$ cat config.mk
export PLATFORM = sky130hd
export DESIGN_NAME = sh_pipe_arbiter
export DESIGN_NICKNAME = d
export VERILOG_FILES = /design/src/rtl/sh_pipe_arbiter.sv
export SDC_FILE = /design/constraint.sdc
export NUM_CORES = 1
export LEC_CHECK = 0
export ABC_AREA = 1
export BUFFER_PORTS_ARGS = -buffer_cell sky130_fd_sc_hd__buf_2
export CORE_UTILIZATION = 45
export DETAILED_ROUTE_END_ITERATION = 8
export GPL_TIMING_DRIVEN = 0
export PLACE_DENSITY = 0.75
export SLEW_MARGIN = 40
export SYNTH_ARGS = -nofsm -noshare
export SYNTH_HDL_FRONTEND = slang
export SYNTH_SLANG_ARGS = --single-unit
$ cat constraint.sdc
create_clock -name clk -period 3.05 [get_ports clk]
set_clock_uncertainty 0.2 [all_clocks]
set_input_delay 0.4575 -clock clk [delete_from_list [all_inputs] [get_ports clk]]
set_output_delay 0.4575 -clock clk [all_outputs]
set_load 0.02 [all_outputs]
$ cat src/rtl/sh_pipe_arbiter.sv
// Round-robin arbiter feeding a shared fixed-latency shift pipeline, with a tag
// shift register that labels each returned word. Optional: SH_PIPE_ARB_LOCK_EN adds req_lock.
module sh_pipe_arbiter #(
    parameter int N   = 4,
    parameter int W   = 4,
    parameter int LAT = 3,
    parameter int IDW = $clog2(N)
) (
    input  logic             clk,
    input  logic             rst,
`ifdef SH_PIPE_ARB_LOCK_EN
    input  logic [N-1:0]     req_lock,
`endif
    input  logic [N-1:0]     req_valid,
    input  logic [N*W-1:0]   req_data,
    output logic [N-1:0]     req_ready,
    output logic [W-1:0]     pipe_in,
    input  logic [W-1:0]     pipe_out,
    output logic             rsp_valid,
    output logic [IDW-1:0]   rsp_id,
    output logic [W-1:0]     rsp_data,
    output logic             busy
);

    logic [IDW-1:0] ptr;
    logic [IDW-1:0] ptr_inc;
    logic [N-1:0]   grant;
    logic [IDW-1:0] gnt_id;
    logic           gnt_any;
    int             idx;

    logic [LAT-1:0] tag_v;
    logic [IDW-1:0] tag_id [LAT];

    // First valid requester at or after ptr, wrapping modulo N; nothing while in reset.
    always_comb begin
        grant   = '0;
        gnt_id  = '0;
        gnt_any = 1'b0;
        idx     = 0;
        for (int k = 0; k < N; k++) begin
            idx = int'(ptr) + k;
            if (idx >= N) idx = idx - N;
            if (!gnt_any && !rst && req_valid[idx]) begin
                gnt_any    = 1'b1;
                grant[idx] = 1'b1;
                gnt_id     = IDW'(idx);
            end
        end
    end

    always_comb begin
        pipe_in = '0;
        for (int i = 0; i < N; i++) begin
            if (grant[i]) pipe_in = req_data[i*W +: W];
        end
    end

    assign req_ready = grant;
    assign ptr_inc   = (int'(gnt_id) == N - 1) ? '0 : gnt_id + IDW'(1);

    always_ff @(posedge clk) begin
        if (rst) begin
            ptr <= '0;
        end else if (gnt_any) begin
`ifdef SH_PIPE_ARB_LOCK_EN
            ptr <= req_lock[gnt_id] ? gnt_id : ptr_inc;
`else
            ptr <= ptr_inc;
`endif
        end
    end

    // Tags travel in lockstep with the external pipeline; reset drops words in flight.
    always_ff @(posedge clk) begin
        if (rst) begin
            tag_v <= '0;
            for (int k = 0; k < LAT; k++) tag_id[k] <= '0;
        end else begin
            tag_v[0]  <= gnt_any;
            tag_id[0] <= gnt_id;
            for (int k = 1; k < LAT; k++) begin
                tag_v[k]  <= tag_v[k-1];
                tag_id[k] <= tag_id[k-1];
            end
        end
    end

    assign rsp_valid = tag_v[LAT-1] & ~rst;
    assign rsp_id    = rsp_valid ? tag_id[LAT-1] : '0;
    assign rsp_data  = pipe_out;
    assign busy      = (|tag_v) & ~rst;

endmodule
==> flow_metrics.tcl, run 1 <==
set metrics [dict create \
    die_w_um 50.2 \
    grt_pass1_vias 1045 \
    synth_most_common_cell "nand2_1" \
    grt_max_degree 11 \
    cts_tree "built" \
    topRoutingLayerUsed "met4" \
    path_class "flop to primary output" \
    clk_latency_ns 0.26 \
    r2r_slack_ns 0.72 \
    antenna_cells 0 \
    wl_per_cell_um 11.5 \
    synth-edff-count 0 \
    coreArea_um2 2210 \
    r2r-start "ptr[1]" \
    critical_path_required_ns 2.39 \
    die_y_um 50.2 \
    worst_slack_ns 0.0884 \
    cts_inserted_buffers 3 \
    synth_seq_area_share_pct 21.0 \
    clk_pin_slew_worst_paths_ns 0.06 \
    min_path_type "flop to flop" \
    yosys.area.top_type "dfxtp_1" \
    synth_area_leaders "dfxtp_1 (21%), nand2_1 (14%), ha_1 (8.4%), inv_1 (7.9%), nand3_1 (7.2%)" \
    reg2regPathDepth 13 \
    slowest_delay_ns 0.40 \
    seq_power_share_pct 14.2 \
    syn_nets 193 \
    numPortBuffers 36 \
    p_sw_share_pct 53.4 \
    n_fill_cell 209 \
    utilization_pct 68.0 \
    grt_overflow 0 \
    yosysTopAreaCellShare_pct 21.0 \
    min_period_over_period_pct 97.1 \
    grtUsageTotal_pct 20.7 \
    post-dp-hpwl_um 1960 \
    wl_um 2760 \
    outcome "finished clean" \
    min_from "tag_id[0][0]" \
    firstDrtPassIters 4 \
    setup_violations 0 \
    wl_met1_um 1180 \
    start_util_pct 47.3 \
    ioPinCount 42 \
    crit_path_end_kind "primary output" \
    drive_gt1_share_pct 48.6 \
    drt_iter0_drc 5 \
    cp_slowest_cell "dfxtp_4" \
    crit_path_max_fanout 7 \
    start_kind "flop" \
    maxSlewHeadroom_pct 82.7 \
    holdPathStages 2 \
    crit_chain "clkinvlp_4 > ha_4 > inv_4 > nand3_4 > inv_2 > nor2_4 > nand3_2 > nand2_2 > nor2_2 > nand2_4 > inv_2 > nand2_1 > nand2_1 > a21oi_2 > buf_4" \
    ir_drop_mv 0.744 \
    cts_sinks 11 \
    p_switching_mw 0.898 \
    syn-cell-area_um2 1050 \
    via_per_inst 4.95 \
    htree_levels 1 \
    grt_setup_unrepaired "yes" \
    ys_async_sr_fraction_pct 0 \
    dpl.cell_count 224 \
    hold_viol 0 \
    synth.distinct_cells 22 \
    stdcell_count 240 \
    syn_avg_cell_area_um2 6.55 \
    cts_max_path_buffers 2 \
    fp-row-count 17 \
    dr_wl_met2_um 1430 \
    max_freq_mhz 338 \
    syn_to_final_growth_pct 43.6 \
    arrival_ns 2.30 \
    synth_common_cells "nand2_1 (39), inv_1 (22), nand3_1 (15)" \
    postRouteAntennaNets 0 \
    power_density_nw_per_um2 1120 \
    tns_ns 0 \
    drcViolationCount 0 \
    ys_ff_latch 11 \
    vias 1188 \
    cap_violations 0 \
    worst_pin_slew_ns 0.257 \
    nets 246 \
    root_buffer "clkbuf_4" \
    wl_met3_um 123 \
    fp.dieArea_um2 2520 \
    period_needed_ns 2.96 \
    hold_end "tag_id[0][2]" \
    dp_slack_ns -0.0463 \
    share_comb_of_total_power_pct 80.3 \
    total_power_mw 1.68 \
    ys.flop_type "dfxtp_1" \
    rr_endpoint "ptr[1]" \
    p_clk_share_pct 5.6 \
    slew_violations 0 \
    synth_warnings 0 \
    synth_cells 160 \
    p_leak_nw 0.797 \
    antenna_found_initial 0 \
    p_int_mw 0.783 \
    globalplace.congestion 0.812 \
    grt_pass1_wl_um 4040 \
]
## state kept, by name, summed over array words and instances (netlist names)
name	cells
tag_v	3
tag_id	6
ptr	2
## cell usage in the layout (no fill, tap or decap), types with 2 or more instances in the layout
cell type and instances:
nand3_4 2, nand3_1 10, nand4_1 2, a21oi_1 10, a21oi_2 10, nand2_2 7
dfxtp_1 9, inv_1 19, inv_4 2, ha_1 6, nand2_4 3, nor2_4 2
nand2_1 36, o21ai_0 2, buf_4 20, nor2_1 12, inv_2 4, nand3_2 9
clkbuf_4 3, a21oi_4 2, buf_2 32, dfxtp_4 2
## critical path: cells and delay by family (launching register included)
kind,cells,cell delay (ns)
compound gates,1,0.14
fa+ha+maj,1,0.30
buf+inv,5,0.42
simple gates,8,0.78
flops,1,0.40
## worst max path at each step
stage	from	end	slack, ns	depth (start not counted)
finish	ptr[1]	pipe_in[1]	0.09	15
global route	ptr[1]	pipe_in[1]	-0.06	15
CTS	ptr[1]	pipe_in[1]	0.02	13
detailed placement	ptr[0]	pipe_in[2]	-0.05	12
global placement	ptr[1]	pipe_in[2]	0.05	12
floorplan	ptr[1]	pipe_in[0]	0.28	11
## logic make-up after synthesis
| logic type | after synthesis | share of synthesized area (%) |
|---|---|---|
| simple gates | 85 | 41.3 |
| buf+inv | 31 | 12.9 |
| compound gates | 26 | 16.4 |
| flops | 11 | 21.0 |
| fa+ha+maj | 7 | 8.36 |
## stage by stage
| stage | hold slack (ns) | instance area [um2] |
|---|---|---|
| CTS | 0.201 | 1330 |
| floorplan | 0.188 | 1050 |
| detailed placement | 0.192 | 1260 |
| global route | 0.229 | 1500 |
| finish | 0.199 | 1500 |
| global placement | 0.188 | 1260 |
## routing by layer
metal,vias up,global-route usage [%]
met4,0,9.05
met2,37,40.2
met3,4,3.64
li1,617,-
met5,-,0
met1,530,21.0
## cell type report
class,count,area [um2],share of cell area [%]
multi-input combinational,119,798,53.1
inverter,26,106,7.07
tap,28,35.0,2.33
buffer,5,37.5,2.50
sequential,11,228,15.1
clock buffer,4,26.3,1.75
timing repair buffer,47,273,18.1
## what timing repair did
item | 4_1_cts | 5_1_grt
buffers inserted | 1 | 10
hold endpoints to repair | 0 | 0
setup endpoints to repair | 7 | 4
cloned | 1 | 0
hold buffers | 0 | 0
resized for setup | 9 | 26
pin swaps | 2 | 14
## power groups by stage
stage               sequential [mW]  combinational (mW)  clock [mW]
floorplan                     0.225               0.810           0
global placement              0.234                1.00           0
detailed placement            0.238                1.03           0
CTS                           0.245                1.08       0.101
global route                  0.245                1.47       0.109
finish                        0.239                1.35      0.0935
No activity file was read; power rests on OpenSTA's default activity.
==> run 2, diff against run 1 <==
--- a/config.mk
+++ b/config.mk
@@ -10,7 +10,7 @@
 export CORE_UTILIZATION = 45
 export DETAILED_ROUTE_END_ITERATION = 8
 export GPL_TIMING_DRIVEN = 0
-export PLACE_DENSITY = 0.75
+export PLACE_DENSITY_LB_ADDON = 0.15
 export SLEW_MARGIN = 40
 export SYNTH_ARGS = -nofsm -noshare
 export SYNTH_HDL_FRONTEND = slang
==> flow_metrics.tcl, run 2 (synthesis results as in run 1) <==
set metrics [dict create \
    globalplace.congestion 0.822 \
    post-dp-hpwl_um 1900 \
    antenna_found_initial 0 \
    vias 1178 \
    place_area_um2 1260 \
    final_area_um2 1400 \
    cts_max_path_buffers 2 \
    die_y_um 50.2 \
    cts_tree "built" \
    r2r_slack_ns 0.87 \
    n_fill_cell 215 \
    clk_latency_ns 0.27 \
    min_from "tag_id[0][1]" \
    coreArea_um2 2210 \
    hold_viol 0 \
    worst_pin_slew_ns 0.256 \
    die_w_um 50.2 \
    cts_sinks 11 \
    drt_iter0_drc 25 \
    setup_violations 0 \
    rr_endpoint "ptr[1]" \
    final_common_cell "nand2_1" \
    cap_violations 0 \
    critPathBufInv 2 \
    r2r-start "ptr[0]" \
    fp.dieArea_um2 2520 \
    path_class "flop to primary output" \
    drive_gt1_share_pct 42.7 \
    largest_reg_flops 6 \
    htree_levels 1 \
    reg_top3 "tag_id (6), tag_v (3), ptr (2)" \
    p_leak_nw 0.763 \
    crit_cells 12 \
    wl_um 2490 \
    crit_path_end_kind "primary output" \
    utilization_pct 63.1 \
    drcViolationCount 0 \
    layout_common_cells "nand2_1 (39), buf_2 (34), inv_1 (19)" \
    maxSlewHeadroom_pct 82.9 \
    grt_pass1_wl_um 4260 \
    numPortBuffers 36 \
    outcome "finished clean" \
    reg2regPathDepth 11 \
    holdPathStages 2 \
    min_period_over_period_pct 95.5 \
    grt_max_degree 11 \
    ioPinCount 42 \
    max_freq_mhz 343 \
    root_buffer "clkbuf_4" \
    worst_path_most_repeated_cell "nand2_1" \
    critical_path_required_ns 2.39 \
    arrival_ns 2.25 \
    fp-row-count 17 \
    start_util_pct 47.3 \
    grt_overflow 0 \
    start_kind "flop" \
    firstDrtPassIters 4 \
    crit_chain "inv_6 > ha_4 > nand3_1 > nand2_1 > nor2_4 > nand2_4 > nand4_1 > nand2_2 > a21oi_1 > nand2_1 > a21oi_2 > buf_2" \
    syn_to_final_growth_pct 33.3 \
    cp_slowest_cell "dfxtp_4" \
    min_path_type "flop to flop" \
    slowest_delay_ns 0.40 \
    power_density_nw_per_um2 1090 \
    period_needed_ns 2.91 \
    clk_pin_slew_worst_paths_ns 0.07 \
    stdcell_count 234 \
    slew_violations 0 \
    hold_end "tag_id[0][3]" \
    postRouteAntennaNets 0 \
    dpl.cell_count 224 \
    cts_inserted_buffers 3 \
    cp_top_family "simple AND/OR/NAND/NOR gates" \
    nets 240 \
    crit_path_max_fanout 9 \
    wl_per_cell_um 10.6 \
    ir_drop_mv 0.720 \
    top_register "tag_id" \
    grt_pass1_vias 1057 \
    antenna_cells 0 \
    grtUsageTotal_pct 21.8 \
    via_per_inst 5.03 \
]
run 2: changes by cell type in the layout (fill, tap and decap cells not counted), moves of 2 or more:
cell and delta:
a21oi_2 -2, buf_4 -8, nand2_1 +3, a21oi_1 +3
nand3_1 +2, buf_2 +2, nand2_2 -2
run 2: how the worst max path moves through the flow:
stage,from,endpoint,slack [ns]
3_3_place_gp,ptr[0],pipe_in[2],0.05
5_1_grt,ptr[0],pipe_in[1],-0.0002
4_1_cts,ptr[0],pipe_in[0],0.007
6_report,ptr[0],pipe_in[0],0.14
3_5_place_dp,ptr[1],pipe_in[0],-0.06
2_1_floorplan,ptr[1],pipe_in[0],0.28
run 2: what timing repair did:
item	in CTS	in global routing
hold endpoints to repair	0	0
gates cloned	1	0
setup endpoints to repair	8	4
setup buffers	1	4
hold buffers	0	0
pin swaps	2	5
resized for setup	8	13
run 2: cell type report:
class	count	area, um2	share of cell area (%)
Inverter	26	105	7.53
Tap cell	28	35.0	2.51
Sequential cell	11	228	16.3
Timing Repair Buffer	41	223	15.9
Buffer	5	37.5	2.69
Multi-Input combinational cell	119	742	53.1
Clock buffer	4	26.3	1.88
run 2: metrics by stage:
stage / setup TNS (ns) / setup WS (ns) / power [mW] / hold WS (ns)
detailed placement: -0.221 / -0.0601 / 1.27 / 0.195
finish: 0 / 0.138 / 1.52 / 0.202
global route: -0.000323 / -0.000226 / 1.66 / 0.234
global placement: 0 / 0.0532 / 1.24 / 0.189
CTS: 0 / 0.00673 / 1.42 / 0.205
floorplan: 0 / 0.278 / 1.04 / 0.188
run 2: routing by layer:
layer	routed length (um)	GRT usage, %	vias to the layer above
met1	1110	25.3	521
met5	0	0	-
li1	-	-	604
met2	1200	38.0	51
met4	14	6.67	0
met3	160	6.06	2
run 2: power breakdown:
group / leakage [nW] / internal (mW) / switching, mW
registers: 0.0924 / 0.200 / 0.0324
logic: 0.656 / 0.433 / 0.757
clock network: 0.0150 / 0.0507 / 0.0468
total: 0.763 / 0.684 / 0.836
run 2: worst register-to-register path: stages, from the launching register on:
cell,delay (ns)
dfxtp_4,0.40
inv_6,0.07
ha_4,0.25
nand3_1,0.12
nand2_1,0.10
nor2_4,0.21
nand2_4,0.10
nand3_1,0.18
nand3_1,0.12
o21ai_0,0.12
nand2_1,0.12
a21oi_2,0.13
==> run 3, diff against run 2 <==
--- a/config.mk
+++ b/config.mk
@@ -11,7 +11,6 @@
 export DETAILED_ROUTE_END_ITERATION = 8
 export GPL_TIMING_DRIVEN = 0
 export PLACE_DENSITY_LB_ADDON = 0.15
-export SLEW_MARGIN = 40
 export SYNTH_ARGS = -nofsm -noshare
 export SYNTH_HDL_FRONTEND = slang
 export SYNTH_SLANG_ARGS = --single-unit
==> constraint.sdc (replaced) <==
create_clock -name clk -period 2.7 [get_ports clk]
set_clock_uncertainty 0.2 [all_clocks]
set_input_delay 0.405 -clock clk [delete_from_list [all_inputs] [get_ports clk]]
set_output_delay 0.405 -clock clk [all_outputs]
set_load 0.02 [all_outputs]
==> flow_metrics.tcl, run 3 (synthesis results as in run 1) <==
set metrics [dict create \
    cts_max_path_buffers 2 \
    die_y_um 50.2 \
    cp_slowest_cell "dfxtp_4" \
    power_density_nw_per_um2 1330 \
    wl_um 2750 \
    coreArea_um2 2210 \
    grt_overflow 0 \
    cts_sinks 11 \
    grtUsageTotal_pct 23.5 \
    setup_violations 4 \
    root_buffer "clkbuf_4" \
    p_leak_nw 0.784 \
    period_needed_ns 2.84 \
    hold_viol 0 \
    outcome "finished, violations left" \
    clk_latency_ns 0.27 \
    multi_input_area_um2 883 \
    post-dp-hpwl_um 1820 \
    crit_chain "clkinvlp_4 > ha_4 > inv_4 > nand3_4 > inv_2 > nor2_4 > nand2_2 > nand4_1 > nand2_4 > a21oi_4 > nand2_2 > a21oi_4 > buf_6" \
    die_w_um 50.2 \
    grt_max_degree 11 \
    globalplace.congestion 0.829 \
    drcViolationCount 0 \
    grt_pass1_wl_um 4600 \
    tns_ns -0.511 \
    clk_pin_slew_worst_paths_ns 0.08 \
    seq_area_um2 228 \
    n_fill_cell 187 \
    top_register "tag_id" \
    antenna_cells 0 \
    fp.dieArea_um2 2520 \
    hold_buffers 0 \
    dr_wl_met2_um 1410 \
    path_class "flop to primary output" \
    max_freq_mhz 352 \
    syn_to_final_growth_pct 50.1 \
    crit_path_max_fanout 6 \
    firstDrtPassIters 6 \
    wl_met3_um 99 \
    worst_pin_slew_ns 0.270 \
    vias 1191 \
    critPathBufInv 4 \
    final_common_cell "buf_2" \
    fp-row-count 17 \
    cts_tree "built" \
    worst_slack_ns -0.144 \
    slowest_delay_ns 0.37 \
    cp_top_family "simple AND/OR/NAND/NOR gates" \
    drt_iter0_drc 20 \
    topRoutingLayerUsed "met4" \
    violations "negative setup slack" \
    slew_violations 0 \
    ioPinCount 42 \
    wl_per_cell_um 11.7 \
    cts_inserted_buffers 3 \
    wl_met1_um 1210 \
    stdcell_count 235 \
    min_period_over_period_pct 105 \
    grt_setup_unrepaired "yes" \
    maxSlewHeadroom_pct 82.0 \
    layout_common_cells "buf_2 (31), nand2_1 (28), inv_1 (19)" \
    critical_path_required_ns 2.10 \
    drive_gt1_share_pct 52.7 \
    grt_pass1_vias 1114 \
    nets 241 \
    postRouteAntennaNets 0 \
    min_path_type "input port to flop" \
    htree_levels 1 \
    largest_reg_flops 6 \
    cap_violations 0 \
    reg_top3 "tag_id (6), tag_v (3), ptr (2)" \
    antenna_found_initial 0 \
    ir_drop_mv 0.763 \
    start_util_pct 47.3 \
    via_per_inst 5.07 \
    numPortBuffers 36 \
    crit_path_end_kind "primary output" \
    start_kind "flop" \
    arrival_ns 2.24 \
    dpl.cell_count 224 \
]
-- run 3: changes by cell type in the layout (fill, tap and decap cells not counted), moves of 4 or more --
cell / delta
nand2_1: -11
nand2_2: +8
a21oi_1: -7
a21oi_4: +6
buf_6: +4
-- run 3: worst paths after layout --
check	start	end	slack (ns)	cells after the start
worst max-delay path	ptr[1]	pipe_in[1]	-0.14	13
worst min-delay path	rst	tag_id[0][3]	0.19	2
worst max register to register	ptr[1]	ptr[1]	0.41	13
worst min register to register	tag_id[0][2]	tag_id[0][4]	0.20	2
-- run 3: layout make-up --
| cell class | instances | share of cell area (%) |
|---|---|---|
| Buffer | 5 | 2.39 |
| Sequential cell | 11 | 14.5 |
| Multi-Input combinational cell | 119 | 56.2 |
| Timing Repair Buffer | 42 | 16.1 |
| Inverter | 26 | 6.93 |
| Clock buffer | 4 | 1.67 |
| Tap cell | 28 | 2.23 |
-- run 3: metal layers --
metal	vias to the layer above	GRT usage, %
li1	607	-
met1	543	26.8
met2	37	44.0
met3	4	3.33
met4	0	7.62
met5	-	0
-- run 3: power by group --
group / switching [mW] / leakage, nW / total (mW) / internal, mW
Combinational: 1.04 / 0.676 / 1.73 / 0.693
Sequential: 0.0237 / 0.0924 / 0.249 / 0.226
Clock: 0.0557 / 0.0150 / 0.113 / 0.0571
-- run 3: stage by stage --
step / instance area [um2] / utilization, % / hold WS (ns) / total power [mW] / setup slack [ns]
2_1_floorplan: 1080 / - / 0.188 / 1.25 / 0.0960
3_3_place_gp: 1290 / 58.5 / 0.190 / 1.48 / -0.148
3_5_place_dp: 1290 / 58.5 / 0.196 / 1.52 / -0.211
4_1_cts: 1540 / 69.8 / 0.191 / 2.03 / -0.0884
5_1_grt: 1570 / 71.0 / 0.180 / 2.25 / -0.254
6_report: 1570 / 71.0 / 0.187 / 2.09 / -0.144
-- run 3: timing repair --
action / in CTS / in global routing
pin swaps: 21 / 9
gates resized for setup: 46 / 7
cloned: 1 / 0
setup endpoints to repair: 8 / 6
endpoints found under the hold margin: 0 / 0
setup buffers: 6 / 0
-- run 3: worst register-to-register path, delay by kind of cell, from the launching register on --
family,cells,cell delay [ns]
AO/OA/AOI/OAI,2,0.24
adder cells (fa/ha/maj),1,0.31
buffers and inverters,4,0.36
flip-flops,1,0.37
AND/OR/NAND/NOR,6,0.75
